File: src/rtl/seven_seg_pkg.sv
// Shared seven-segment definitions: digit/segment widths and the active-low hex glyph table.
// Used by both the multiplexed display driver and the scan-bus capture block.
package seven_seg_pkg;

  localparam int unsigned DIGITS = 4;
  localparam int unsigned SEG_W  = 7;
  localparam int unsigned NIB_W  = 4;
  localparam int unsigned WORD_W = DIGITS * NIB_W;
  localparam int unsigned GLYPHS = 16;
  localparam int unsigned SEL_W  = $clog2(DIGITS);

  typedef logic [NIB_W-1:0] nibble_t;

  // Active-low segment patterns, seg[0]=a .. seg[6]=g, for 0-9,A,b,C,d,E,F
  localparam logic [SEG_W-1:0] GLYPH_LUT [GLYPHS] = '{
    7'h40, 7'h79, 7'h24, 7'h30, 7'h19, 7'h12, 7'h02, 7'h78,
    7'h00, 7'h10, 7'h08, 7'h03, 7'h46, 7'h21, 7'h06, 7'h0E
  };

endpackage

File: src/rtl/seg_glyph_decode.sv
// Combinational reverse lookup of an active-low segment pattern to its hex nibble.
// hit_c is low for any pattern that is not one of the 16 hex glyphs; nibble_c is then 0.
module seg_glyph_decode
  import seven_seg_pkg::*;
(
  input  logic [SEG_W-1:0] seg,
  output logic             hit_c,
  output logic [NIB_W-1:0] nibble_c
);

  always_comb begin
    hit_c    = 1'b0;
    nibble_c = '0;
    for (int i = 0; i < int'(GLYPHS); i++) begin
      if (seg == GLYPH_LUT[i]) begin
        hit_c    = 1'b1;
        nibble_c = NIB_W'(i);
      end
    end
  end

endmodule

File: src/rtl/seven_seg_capture.sv
// Capture side of a multiplexed 4-digit seven-segment scan bus: settles, decodes and assembles
// digits into a 16-bit word with glyph-error and stale-scan flags.
// Optional CAPTURE_CHANGE_ONLY_EN: strobe value_valid only when the word or error flag changes.
module seven_seg_capture
  import seven_seg_pkg::*;
#(
  parameter int unsigned SETTLE_CYCLES  = 16,
  parameter int unsigned TIMEOUT_CYCLES = 2000000
) (
  input  logic                CLK,
  input  logic                RST_N,
  input  logic [DIGITS-1:0]   AN,
  input  logic [SEG_W-1:0]    seg,
  output logic [WORD_W-1:0]   value,
  output logic                value_valid,
  output logic                frame_err,
  output logic                stale
);

  localparam int unsigned SET_W = $clog2(SETTLE_CYCLES + 1);
  localparam int unsigned TMO_W = $clog2(TIMEOUT_CYCLES + 1);
  localparam int unsigned CNT_W = $clog2(DIGITS + 1);
  localparam logic [SET_W-1:0] SET_MAX = SET_W'(SETTLE_CYCLES);
  localparam logic [TMO_W-1:0] TMO_MAX = TMO_W'(TIMEOUT_CYCLES);

  logic [DIGITS-1:0] an_s1_q, an_s1_d, an_s2_q, an_s2_d, an_prev_q, an_prev_d;
  logic [SEG_W-1:0]  seg_s1_q, seg_s1_d, seg_s2_q, seg_s2_d, seg_prev_q, seg_prev_d;
  logic [SET_W-1:0]  settle_q, settle_d;
  logic [TMO_W-1:0]  tmo_q, tmo_d;
  logic [DIGITS-1:0] seen_q, seen_d, err_q, err_d;
  logic [WORD_W-1:0] slots_q, slots_d, value_q, value_d;
  logic              valid_q, valid_d, ferr_q, ferr_d, stale_q, stale_d;
`ifdef CAPTURE_CHANGE_ONLY_EN
  logic              first_q, first_d;
`endif

  logic [CNT_W-1:0]  low_cnt_c;
  logic [SEL_W-1:0]  sel_idx_c;
  logic              sel_legal_c;
  logic              capture_c;
  logic [DIGITS-1:0] cap_bit_c;
  logic              hit_c;
  logic [NIB_W-1:0]  nibble_c;

  seg_glyph_decode u_decode (
    .seg      (seg_s2_q),
    .hit_c    (hit_c),
    .nibble_c (nibble_c)
  );

  // Digit select is legal only with exactly one anode low
  always_comb begin
    low_cnt_c = '0;
    sel_idx_c = '0;
    for (int i = 0; i < int'(DIGITS); i++) begin
      if (!an_s2_q[i]) begin
        low_cnt_c = low_cnt_c + CNT_W'(1);
        sel_idx_c = SEL_W'(i);
      end
    end
    sel_legal_c = (low_cnt_c == CNT_W'(1));
  end

  always_comb begin
    an_s1_d    = AN;
    an_s2_d    = an_s1_q;
    seg_s1_d   = seg;
    seg_s2_d   = seg_s1_q;
    an_prev_d  = an_s2_q;
    seg_prev_d = seg_s2_q;
    seen_d     = seen_q;
    err_d      = err_q;
    slots_d    = slots_q;
    value_d    = value_q;
    valid_d    = 1'b0;
    ferr_d     = ferr_q;
    stale_d    = stale_q;
    cap_bit_c  = '0;
`ifdef CAPTURE_CHANGE_ONLY_EN
    first_d    = first_q;
`endif

    if (sel_legal_c && (an_s2_q == an_prev_q) && (seg_s2_q == seg_prev_q)) begin
      settle_d = (settle_q == SET_MAX) ? settle_q : settle_q + SET_W'(1);
    end else begin
      settle_d = '0;
    end
    // Fires only on the transition into saturation: once per dwell
    capture_c = (settle_d == SET_MAX) && (settle_q != SET_MAX);

    if (capture_c) begin
      cap_bit_c[sel_idx_c]                  = 1'b1;
      slots_d[sel_idx_c*NIB_W +: NIB_W]     = nibble_c;
      err_d[sel_idx_c]                      = ~hit_c;
      seen_d[sel_idx_c]                     = 1'b1;
    end

    if (&seen_q) begin
      value_d = slots_q;
      ferr_d  = |err_q;
      seen_d  = cap_bit_c;
`ifdef CAPTURE_CHANGE_ONLY_EN
      valid_d = first_q || (slots_q != value_q) || ((|err_q) != ferr_q);
      first_d = 1'b0;
`else
      valid_d = 1'b1;
`endif
    end

    if (capture_c) begin
      tmo_d   = '0;
      stale_d = 1'b0;
    end else begin
      tmo_d = (tmo_q == TMO_MAX) ? tmo_q : tmo_q + TMO_W'(1);
    end
    // Scan stopped: drop any partial frame
    if (tmo_d == TMO_MAX) begin
      stale_d = 1'b1;
      seen_d  = '0;
    end
  end

  always_ff @(posedge CLK or negedge RST_N) begin
    if (!RST_N) begin
      an_s1_q    <= '1;
      an_s2_q    <= '1;
      seg_s1_q   <= '1;
      seg_s2_q   <= '1;
      an_prev_q  <= '1;
      seg_prev_q <= '1;
      settle_q   <= '0;
      tmo_q      <= '0;
      seen_q     <= '0;
      err_q      <= '0;
      slots_q    <= '0;
      value_q    <= '0;
      valid_q    <= 1'b0;
      ferr_q     <= 1'b0;
      stale_q    <= 1'b0;
`ifdef CAPTURE_CHANGE_ONLY_EN
      first_q    <= 1'b1;
`endif
    end else begin
      an_s1_q    <= an_s1_d;
      an_s2_q    <= an_s2_d;
      seg_s1_q   <= seg_s1_d;
      seg_s2_q   <= seg_s2_d;
      an_prev_q  <= an_prev_d;
      seg_prev_q <= seg_prev_d;
      settle_q   <= settle_d;
      tmo_q      <= tmo_d;
      seen_q     <= seen_d;
      err_q      <= err_d;
      slots_q    <= slots_d;
      value_q    <= value_d;
      valid_q    <= valid_d;
      ferr_q     <= ferr_d;
      stale_q    <= stale_d;
`ifdef CAPTURE_CHANGE_ONLY_EN
      first_q    <= first_d;
`endif
    end
  end

  assign value       = value_q;
  assign value_valid = valid_q;
  assign frame_err   = ferr_q;
  assign stale       = stale_q;

endmodule

File: config.mk
export PLATFORM = sky130hd
export DESIGN_NAME = seven_seg_capture
export DESIGN_NICKNAME = d
export VERILOG_FILES = /design/src/rtl/seven_seg_pkg.sv /design/src/rtl/seg_glyph_decode.sv /design/src/rtl/seven_seg_capture.sv
export SDC_FILE = /design/constraint.sdc
export NUM_CORES = 1
export LEC_CHECK = 0
export ABC_AREA = 1
export BUFFER_PORTS_ARGS = -buffer_cell sky130_fd_sc_hd__buf_2
export CAP_MARGIN = 25
export CORE_MARGIN = 1
export CORE_UTILIZATION = 56
export DETAILED_ROUTE_END_ITERATION = 10
export PLACE_DENSITY = 0.79
export SYNTH_ARGS = -nofsm -noshare
export SYNTH_HDL_FRONTEND = slang
export SYNTH_SLANG_ARGS = --single-unit
File: constraint.sdc
create_clock -name CLK -period 7.3 [get_ports CLK]
set_input_delay 2.19 -clock CLK [delete_from_list [all_inputs] [get_ports CLK]]
set_output_delay 2.19 -clock CLK [all_outputs]
set_load 0.05 [all_outputs]
* Word-level counts from Yosys, hierarchy flattened
Cells that the tools add are included.
Cells by class: equality and inequality tests 23, bitwise gates (word level) 2, order comparisons 2, $add $sub $neg 6, shift operators 2, mux-type cells 53, reduce and logical (&&, ||, !) cells 9
Operators by type and width (count):
- $mux 4 | 12
- $eq 21x21->1 const B | 2
- $mux 21 | 2
- $neg 4->34 | 1
- $shift 4x34->16 const A | 1
- $shiftx 4x34->16 | 1
- $eq 7x7->1 const B | 4
- $mux 1 | 23
- $add 21x1->21 const B | 1
- $eq 7x5->1 const B | 3
- $eq 7x6->1 const B | 3
- $mux 3 | 7
- $bwmux 16 | 1
- $eq 7x2->1 const B | 2
- $eq 7x4->1 const B | 2
- $eq 5x5->1 const B | 2
- $mux 5 | 2
- $add 3x1->3 const B | 3
- $mux 2 | 4
- $eq 7x3->1 const B | 1
- $eq 7x7->1 | 1
- $logic_not 7->1 | 1
- $add 5x1->5 const B | 1
- $ne 5x5->1 const B | 1
- 13 further kinds | 16
Storage, ports and cells: output and inout port bits 19, word-level logic and storage cells 112, flip-flop bits (word level) 102, bits of input ports 13

* Depth between registers and ports, before layout
Gate-level depths: netlist (run 1).
depth after elaboration 19, mapped depth 21, mapped depth without buffers 21

* By module
From an unflattened synthesis (run 1), not the netlist that was laid out.
Second synthesis, totals: cells, all modules 591, area, all modules 4928.5 sq um
By module, submodules not included:
- seven_seg_capture | times used 1, cells an instance 527, area an instance 4642.0 sq um, seq. area each 2593.7 sq um
- seg_glyph_decode | times used 1, cells an instance 64, area an instance 286.5 sq um, seq. area each 0.0 sq um

* Worst setup path before layout (run 1)
No wires, ideal clock.
path kind register to output, start register ferr_q, in the netlist frame_err, end output frame_err, data arrival time 0.600 ns, setup slack 4.510 ns, cell stages (with the launch flop) 1, required time 5.110 ns, path buffers 0, cells stage by stage dfrtp_1
RTL lines:
- start, declared | RTL line seven_seg_capture.sv:32 | logic valid_q, valid_d, ferr_q, ferr_d, stale_q, stale_d;
- start signal, assigned | RTL line seven_seg_capture.sv:157 | ferr_q <= ferr_d;
- end, declared | RTL line seven_seg_capture.sv:16 | output logic frame_err,
No word-level cell between the ends.

* Worst setup path in the final report (run 1)
start register value_q[11], in the netlist value[11], end output value[11]
RTL lines:
- start, declared | RTL line seven_seg_capture.sv:31 | logic [WORD_W-1:0] slots_q, slots_d, value_q, value_d;
- start signal, assigned | RTL line seven_seg_capture.sv:155 | value_q <= value_d;
- end, declared | RTL line seven_seg_capture.sv:14 | output logic [WORD_W-1:0] value,
No word-level cell between the ends.

==> metrics.txt, run 1 <==
Reg power frac 0.602; Total Routed Length 9160 µm; Core Rows 33; Placer Congestion 0.843; Comb power frac 0.053; Ant. Diodes 0; Fin Clk Skew 0.0162 ns; Switching Power ~250 µW; CTS tree yes; clk buf depth 2; clock network fraction of total power 0.345; leakage around 2.8 nW; relative slew slack 0.572; Tot Pwr 980 µW; internal power 728 µW; critical path type reg -> out; TritonCTS Buffers 9; Detail Route Antenna Nets 0; Hold Vio Cnt, Final 0; cells along the critical path buf_2; Die H 96.2 µm; switching share of power 0.257; Startpoint Class flip-flop; commonest non-fill, non-tap cell in the layout nand2_1; RSZ-0062 raised after global routing no; YS warnings 0; Gate Count Post-Synth ~580; max-cap viol count 0; vias in the first global route 3711; maximum number of pins on one net before global-route repair between 50 and 60; clock tree sinks 102; Netlist Area Pre-Place 4970 µm²; post-CTS setup repair buffer count 0; Worst Setup End Kind output pin; Final min period approximately 3.2 ns; Yosys cell types 40; Worst path max stage delay 0.37 ns; P&R area growth vs syn 9.35%; post-cts gate resize count 0; Worst Hold Class reg -> reg; Vias/cell 5.27; Critical Path RT a little over 5 ns; die area 9250 µm²; drt first pass iters 7; Area after DPL 5240 µm²; area of the multi-input gates 2010 µm²; Core Region 8380 µm²; share of cells above drive strength 1 0.182; critical path's top delay family flip-flops; routed vias 3865; I/O pins 32; initial core utilization 0.592; status completed; Max Fanout on Critical Path 2; Setup-failing EPs final 0; worst vdd ir 0.138 mV; fillers 714; gr ovfl total 0; synthesized flop and latch total 102; Syn Area/Cell 8.50 µm²; sequential share of the synthesized area 0.522; Finished Core Util 0.648; WP buf/inv 1; # DRC 0; commonest non-fill, non-tap cells in the layout 158 x nand2_1, 81 x inv_1, 69 x dfrtp_1; crit path DAT 1.02 ns; Total GRT Usage 0.223; DP HPWL 6700 µm; crit path max-delay cell type dfrtp_1; Power Density 180 nW/µm²; worst slew pin tran 0.642 ns; H-Tree Level Count 3; global-route wire length before repair 15800 µm; # hold bufs at CTS 0; Tcrit/Tclk final 0.439; register area about 2600 µm²; Reg clk slew, reported paths 0.11 ns; Final nets between 600 and 700; total negative slack 0 ns; Slew Viols, Final 0; Clk Latency, worst-skew pair 0.38 ns; DRT iter0 DRCs 135; Final Cell Area 5430 µm²; Routed wire per std cell roughly 13 µm; initial antenna violation count 0; Root Buffer clkbuf_8; IO Port Bufs 31; fmax 312 MHz; Die W ~96 µm; Syn Nets 611
==> synthesized netlist by cell type (all sizes together) <==
master,number,share of area
a31oi,1,0.0013
nor2b,1,0.0013
nor3b,1,0.0015
nor2,68,0.057
and3,3,0.0038
a22oi,3,0.0045
o31ai,4,0.0060
nor4,9,0.011
nor3,14,0.016
nand3,31,0.033
clkinv,1,0.00076
ha,14,0.035
or2,2,0.0030
buf,3,0.0048
clkbuf,3,0.0023
xnor2,3,0.0053
dfrtp,69,0.35
dfstp,33,0.17
xor2,17,0.030
inv,87,0.066
nor4b,1,0.0018
a21oi,5,0.0050
and2,2,0.0025
nand3b,1,0.0015
nand4,18,0.024
nand2,164,0.13
o21ai,26,0.030
==> sequential cells by signal (all words and copies together) (netlist names), 5 cells and up <==
signal,cells
seg_s1_q,7
tmo_q,21
slots_q,16
value,16
settle_q,5
seg_prev_d,7
seg_prev_q,7
==> power by group through the flow <==
stage / clock (mW) / sequential (mW) / combinational (mW)
final: 0.338 / 0.589 / 0.0520
after global routing: 0.366 / 0.591 / 0.0610
after CTS: 0.349 / 0.589 / 0.0529
after detailed placement: 0 / 0.600 / 0.0524
after global placement: 0 / 0.599 / 0.0513
after floorplan: 0 / 0.598 / 0.0308
==> logic make-up (layout without fill, tap and decap cells) <==
logic type	count (synthesis)	count (layout)	synth area share
AO/OA/AOI/OAI	39	39	0.0469
AND/OR/NAND/NOR	315	315	0.287
adder cells (fa/ha/maj)	14	14	0.0353
XOR/XNOR	20	20	0.0353
buffers and inverters	94	138	0.0736
flip-flops	102	102	0.522
==> through the flow <==
stage	setup slack (ns)	hold slack, ns	std cells
after floorplan	4.51	0.345	584
after global placement	3.97	0.346	717
after detailed placement	3.94	0.347	717
after CTS	4.07	0.347	733
after global routing	3.78	0.353	733
final	4.09	0.345	733
==> path summary, 6_finish.rpt <==
check	from	cells past startpoint	slack, ns	endpoint
max in group asynchronous	RST_N	2	4.43	settle_q[0]$_DFF_PN0_
worst min register to register	seg_s1_q[3]$_DFF_PN1_	0	0.34	seg_prev_d[3]$_DFF_PN1_
min in group asynchronous	RST_N	1	1.80	tmo_q[12]$_DFF_PN0_
worst max register to register	an_prev_d[1]$_DFF_PN1_	21	4.10	seen_q[2]$_DFFE_PN0P_
worst min-delay path	seg_s1_q[3]$_DFF_PN1_	0	0.34	seg_prev_d[3]$_DFF_PN1_
worst max-delay path	value[11]$_DFFE_PN0P_	1	4.09	value[11]
==> layout make-up <==
type,count,area share
multi-input combinational,388,0.370
inverter,88,0.0608
tap,105,0.0242
sequential,102,0.478
clock buffer,9,0.0228
clock inverter,7,0.0118
timing repair buffer,34,0.0332
==> metal layers <==
| metal | vias up | GRT usage | routed length [µm] |
|---|---|---|---|
| met1 | 1841 | 0.267 | 4080 |
| met5 | - | 0 | 0 |
| met3 | 17 | 0.0482 | 385 |
| li1 | 1914 | - | - |
| met2 | 93 | 0.389 | 4520 |
| met4 | 0 | 0.0920 | 176 |
No activity file was read; power rests on OpenSTA's default activity.
==> run 2, diff against run 1 <==
--- a/config.mk
+++ b/config.mk
@@ -5,13 +5,13 @@
 export SDC_FILE = /design/constraint.sdc
 export NUM_CORES = 1
 export LEC_CHECK = 0
-export ABC_AREA = 1
+export ABC_AREA = 0
 export BUFFER_PORTS_ARGS = -buffer_cell sky130_fd_sc_hd__buf_2
 export CAP_MARGIN = 25
 export CORE_MARGIN = 1
 export CORE_UTILIZATION = 56
 export DETAILED_ROUTE_END_ITERATION = 10
-export PLACE_DENSITY = 0.79
+export PLACE_DENSITY = 0.78
 export SYNTH_ARGS = -nofsm -noshare
 export SYNTH_HDL_FRONTEND = slang
 export SYNTH_SLANG_ARGS = --single-unit
==> constraint.sdc (replaced) <==
create_clock -name CLK -period 3.3 [get_ports CLK]
set_input_delay 0.99 -clock CLK [delete_from_list [all_inputs] [get_ports CLK]]
set_output_delay 0.99 -clock CLK [all_outputs]
set_load 0.05 [all_outputs]
==> run 2 against run 1 <==
Effect of this change: critical path type is now reg -> reg; synthesized cell count is 18% lower; largest cell class unchanged; highest routed layer unchanged; register-to-register slack worse by 3.8 ns; worst setup slack worse by 3.8 ns; via count fell by 10%.
==> metrics.txt, run 2 <==
DRT iter0 DRCs 161; YS warnings 0; internal power 1.62 mW; Worst Hold Class reg -> reg; crit path DAT 3.30 ns; Total GRT Usage 0.211; Placer Congestion 0.857; initial core utilization 0.576; I/O pins 32; Top reg by flops tmo_q; Setup-failing EPs final 0; DP HPWL 6360 µm; reg2reg end err_q[3]$_DFFE_PN0P_; status completed; worst vdd ir 0.280 mV; critical path endpoint err_q[3]$_DFFE_PN0P_; Final min period 3.04 ns; Netlist Area Pre-Place 5000 µm²; reg2reg start an_prev_d[1]$_DFF_PN1_; Detail Route Antenna Nets 0; sequential share of the synthesized area 0.519; Tcrit/Tclk final 0.923; Final nets approximately 530; Comb power frac 0.052; Total Routed Length 9000 µm; top-count cell post-synth nand2_1; Clk Latency, worst-skew pair 0.36 ns; Syn Nets 508; max FFs per register 21; Synth top cells by count 75 x nand2_1, 69 x dfrtp_1, 47 x nor2_1; post-cts gate resize count 0; clock network fraction of total power 0.343; # DRC 0; IO Port Bufs 31; EDFF count, synth 0; R2R cell count 10; Syn Area/Cell between 10 and 15 µm²; Die W just under 100 µm; die area 9310 µm²; Slew Viols, Final 0; fmax around 330 MHz; RSZ-0062 raised after global routing no; share of the synthesized area in the top cell type 0.346; critical path type reg -> reg; Setup crit start an_prev_d[1]$_DFF_PN1_; Root Buffer clkbuf_8; Startpoint Class flip-flop; Core Rows 34; Fin Clk Skew 0.00769 ns; initial antenna violation count 0; # hold bufs at CTS 0; total negative slack 0 ns; Die H 96.5 µm; Yosys cell types 67; share of cells above drive strength 1 0.214; clk buf depth 2; post-CTS setup repair buffer count 0; commonest non-fill, non-tap cell in the layout nand2_1; relative slew slack 0.560; Power Density 402 nW/µm²; Critical Path RT 3.55 ns; Reg clk slew, reported paths 0.10 ns; vias in the first global route ~3300; Final Cell Area 5410 µm²; worst slew pin tran 0.654 ns; Gate Count Post-Synth between 400 and 500; Worst Setup End Kind flip-flop; Ant. Diodes 0; drt first pass iters 4; Max Fanout on Critical Path 12; switching share of power 0.253; commonest non-fill, non-tap cells in the layout 75 x nand2_1, 69 x dfrtp_1, 47 x nor2_1; global-route wire length before repair ~15000 µm; leading area contributor after synthesis dfrtp_1; Switching Power 551 µW; routed vias ~3500; Synth Flop Type dfrtp_1; Area after DPL 5230 µm²; cells taking the most area after synthesis dfrtp_1 35%, dfstp_2 17%, nand2_1 5.6%; Reg power frac 0.604; leakage 2.51 nW; worst hold slack 0.356 ns; P&R area growth vs syn 8.34%; Hold Vio Cnt, Final 0; CTS tree yes; TritonCTS Buffers 9; Reg2Reg Setup Slack between 0.2 and 0.3 ns; H-Tree Level Count 3; gr ovfl total 0; synthesized flop and latch total slightly above 100; clock tree sinks 102; async set or reset register ratio after synthesis 1.00; Routed wire per std cell 14.6 µm; Vias/cell 5.60; maximum number of pins on one net before global-route repair 56; max-cap viol count 0; Core Region a little under 9000 µm²
[run 2: kinds of logic after synthesis]
kind of cell / count (synthesis) / share of synthesized area
compound gates: 60 / 0.0921
xor+xnor: 35 / 0.0613
fa+ha+maj: 14 / 0.0351
buf+inv: 38 / 0.0343
flops: 102 / 0.519
mux: 17 / 0.0373
simple gates: 215 / 0.221
[run 2: layout make-up]
type                    instances  area, µm²
fillers                       718       3260
flip-flops and latches        102       2590
multi-input cells             341       2230
repair buffers                 36        208
well taps                     108        135
clock buffers                   9        124
clock inverters                 7       65.1
inverters                      15       56.3
[run 2: routing by layer]
metal,part of all wire,global-route usage,wire (µm)
met1,0.47,0.291,4260
met2,0.48,0.341,4340
met3,0.031,0.0321,280
met4,0.014,0.0723,122
met5,0,0,0
[run 2: power by group through the flow]
stage                     Combinational [mW]  Clock (mW)  Sequential, mW
after floorplan                       0.0778           0            1.32
after detailed placement               0.114           0            1.34
after global routing                   0.132       0.821            1.32
after CTS                              0.115       0.774            1.31
final                                  0.113       0.747            1.31
after global placement                 0.110           0            1.33
[run 2: worst max-delay path, stage by stage, from the launching register on]
cell      delay [ns]
dfstp_2         0.58
inv_1           0.06
ha_1            0.34
xnor2_1         0.25
ha_1            0.27
o311a_1         0.39
nand4b_1        0.22
nor2_1          0.13
buf_4           0.18
nand2_1         0.19
mux2_2          0.32
[run 2: worst min-delay path by stage]
stage	endpoint	from	cells past startpoint
final	seg_prev_d[3]$_DFF_PN1_	seg_s1_q[3]$_DFF_PN1_	0
after global routing	seg_prev_d[3]$_DFF_PN1_	seg_s1_q[3]$_DFF_PN1_	0
after CTS	seg_prev_d[3]$_DFF_PN1_	seg_s1_q[3]$_DFF_PN1_	0
after detailed placement	seg_prev_d[6]$_DFF_PN1_	seg_s1_q[6]$_DFF_PN1_	0
after global placement	seg_prev_d[2]$_DFF_PN1_	seg_s1_q[2]$_DFF_PN1_	0
after floorplan	an_prev_d[0]$_DFF_PN1_	an_s1_q[0]$_DFF_PN1_	0
[run 2: per-stage QoR]
step | util | power (mW) | worst slack [ns] | instances
after floorplan | - | 1.40 | 0.476 | 481
after global placement | 0.602 | 1.44 | 0.432 | 602
after detailed placement | 0.602 | 1.45 | 0.318 | 602
after CTS | 0.624 | 2.20 | 0.283 | 618
after global routing | 0.624 | 2.27 | 0.0178 | 618
final | 0.624 | 2.17 | 0.255 | 618
==> run 3, diff against run 2 <==
--- a/config.mk
+++ b/config.mk
@@ -5,13 +5,13 @@
 export SDC_FILE = /design/constraint.sdc
 export NUM_CORES = 1
 export LEC_CHECK = 0
-export ABC_AREA = 0
+export ABC_AREA = 1
 export BUFFER_PORTS_ARGS = -buffer_cell sky130_fd_sc_hd__buf_2
 export CAP_MARGIN = 25
 export CORE_MARGIN = 1
 export CORE_UTILIZATION = 56
 export DETAILED_ROUTE_END_ITERATION = 10
-export PLACE_DENSITY = 0.78
+export PLACE_DENSITY = 0.79
 export SYNTH_ARGS = -nofsm -noshare
 export SYNTH_HDL_FRONTEND = slang
 export SYNTH_SLANG_ARGS = --single-unit
==> run 3 against run 2 <==
Effect of this change: cell count grew 19%; die area shrank 0.61%; register-to-register slack lost 0.05 ns; worst setup slack lost 0.046 ns; global-route usage grew 2.3 points; largest cell class unchanged.
==> metrics.txt, run 3 (synthesis gave the netlist of run 1 again) <==
status completed; Placement Setup Slack 0.156 ns; clk buf depth 2; Tcrit/Tclk final 0.937; Clk Latency, worst-skew pair 0.37 ns; Startpoint Class flip-flop; reg2reg start an_prev_d[1]$_DFF_PN1_; worst slew pin tran between 0.6 and 0.7 ns; Reg clk slew, reported paths approximately 0.10 ns; Die W 96.2 µm; critical path type reg -> reg; Tot Pwr 2.19 mW; worst vdd ir 0.352 mV; Core Region 8380 µm²; max-cap viol count 0; # DRC 0; Root Buffer clkbuf_8; Area after DPL 5260 µm²; H-Tree Level Count 3; Fin Clk Skew roughly 0.01 ns; maximum number of pins on one net before global-route repair between 50 and 60; Total Routed Length 9840 µm; Die H just under 100 µm; I/O pins 32; Placer Congestion 0.927; # hold bufs at CTS 0; Final nets 655; clock tree sinks 102; CTS tree yes; global-route wire length before repair 16700 µm; commonest non-fill, non-tap cell in the layout nand2_1; initial antenna violation count 0; Setup-failing EPs final 0; worst setup margin approximately 0.21 ns; DRT iter0 DRCs ~270; Ant. Diodes 0; gr ovfl total 0; Final Cell Area 5530 µm²; routed vias between 4000 and 5000; P&R area growth vs syn 11.4%; Top reg by flops tmo_q; Slew Viols, Final 0; commonest non-fill, non-tap cells in the layout 158 x nand2_1, 81 x inv_1, 69 x dfrtp_1; crit path DAT about 3.4 ns; vias in the first global route roughly 3700; Final min period 3.09 ns; total negative slack 0 ns; Max Fanout on Critical Path 12; IO Port Bufs 31; final cell count without fillers 738; DP HPWL 6950 µm; Vias/cell 5.43; Finished Core Util 0.660; placed cells 718; leakage 2.86 nW; initial core utilization 0.592; Critical Path RT 3.56 ns; Setup crit start an_prev_d[1]$_DFF_PN1_; worst hold slack 0.359 ns; max FFs per register 21; drt first pass iters 5; Worst Hold Class reg -> reg; relative slew slack 0.592; Routed wire per std cell 13.3 µm; Detail Route Antenna Nets 0; Hold Vio Cnt, Final 0; share of cells above drive strength 1 0.193; Total GRT Usage 0.234; fmax about 320 MHz; hold_sp an_s1_q[1]$_DFF_PN1_; TritonCTS Buffers 9; die area 9250 µm²; Power Density between 300 and 400 nW/µm²; Worst Setup End Kind flip-flop; Core Rows 33
run 3: cell count changes in the layout (fill, tap and decap cells not counted), sizes merged, moves of 9 or more:
cell	change
mux2	-13
nand3	+12
nor2	+21
inv	+74
nand4	+9
nand2	+88
o21ai	+18
xnor2	-12
run 3: cell type report:
cell class / count / area (µm²)
Clock inverter: 7 / 62.6
Clock buffer: 9 / 124
Sequential cell: 102 / 2590
Multi-Input combinational cell: 388 / 2030
Fill cell: 680 / 2850
Inverter: 88 / 330
Timing Repair Buffer: 39 / 260
Tap cell: 105 / 131
run 3: worst max-delay path, cell delays in order, from the launching register on:
cell	delay, ns
dfstp_2	0.57
inv_1	0.08
ha_4	0.28
inv_1	0.04
nand2_1	0.07
nand2_1	0.08
ha_1	0.29
inv_1	0.05
nand4_1	0.11
nand2_2	0.13
nand3_2	0.10
nor2_4	0.15
nand4_2	0.11
nor2_4	0.19
buf_12	0.16
a21oi_1	0.05
nor2_1	0.17
nand3_2	0.13
nor2_4	0.16
nor2_1	0.05
run 3: repair_timing:
item	4_1_cts	5_1_grt
gates resized for setup	0	7
setup buffers	0	3
endpoints found under the setup margin	0	16
run 3: power by group:
| part | internal, mW | switching, mW | total [mW] | leakage [nW] |
|---|---|---|---|---|
| Sequential | 1.29 | 0.0169 | 1.30 | 1.30 |
| Combinational | 0.0370 | 0.0865 | 0.124 | 1.46 |
| Clock | 0.293 | 0.465 | 0.758 | 0.0984 |
| Total | 1.62 | 0.568 | 2.19 | 2.86 |
run 3: layer usage:
metal  wire [µm]  share of wire  global-route usage  vias up
met1        4410           0.45               0.304     1930
met3         496          0.050              0.0521       15
met2        4780           0.49               0.394      135
met5           0              0                   0        -
li1            -              -                   -     1928
met4         153          0.016              0.0659        0
run 3: path summary, 6_finish.rpt:
check                      slack, ns  cells after the start                       to
max                             0.21                     19    seen_q[0]$_DFFE_PN0P_
min                             0.36                      0   an_prev_d[1]$_DFF_PN1_
max reg2reg                     0.21                     19    seen_q[0]$_DFFE_PN0P_
min reg2reg                     0.36                      0   an_prev_d[1]$_DFF_PN1_
max in group asynchronous       2.02                      2  slots_q[14]$_DFFE_PN0P_
min in group asynchronous       0.61                      1      tmo_q[12]$_DFF_PN0_
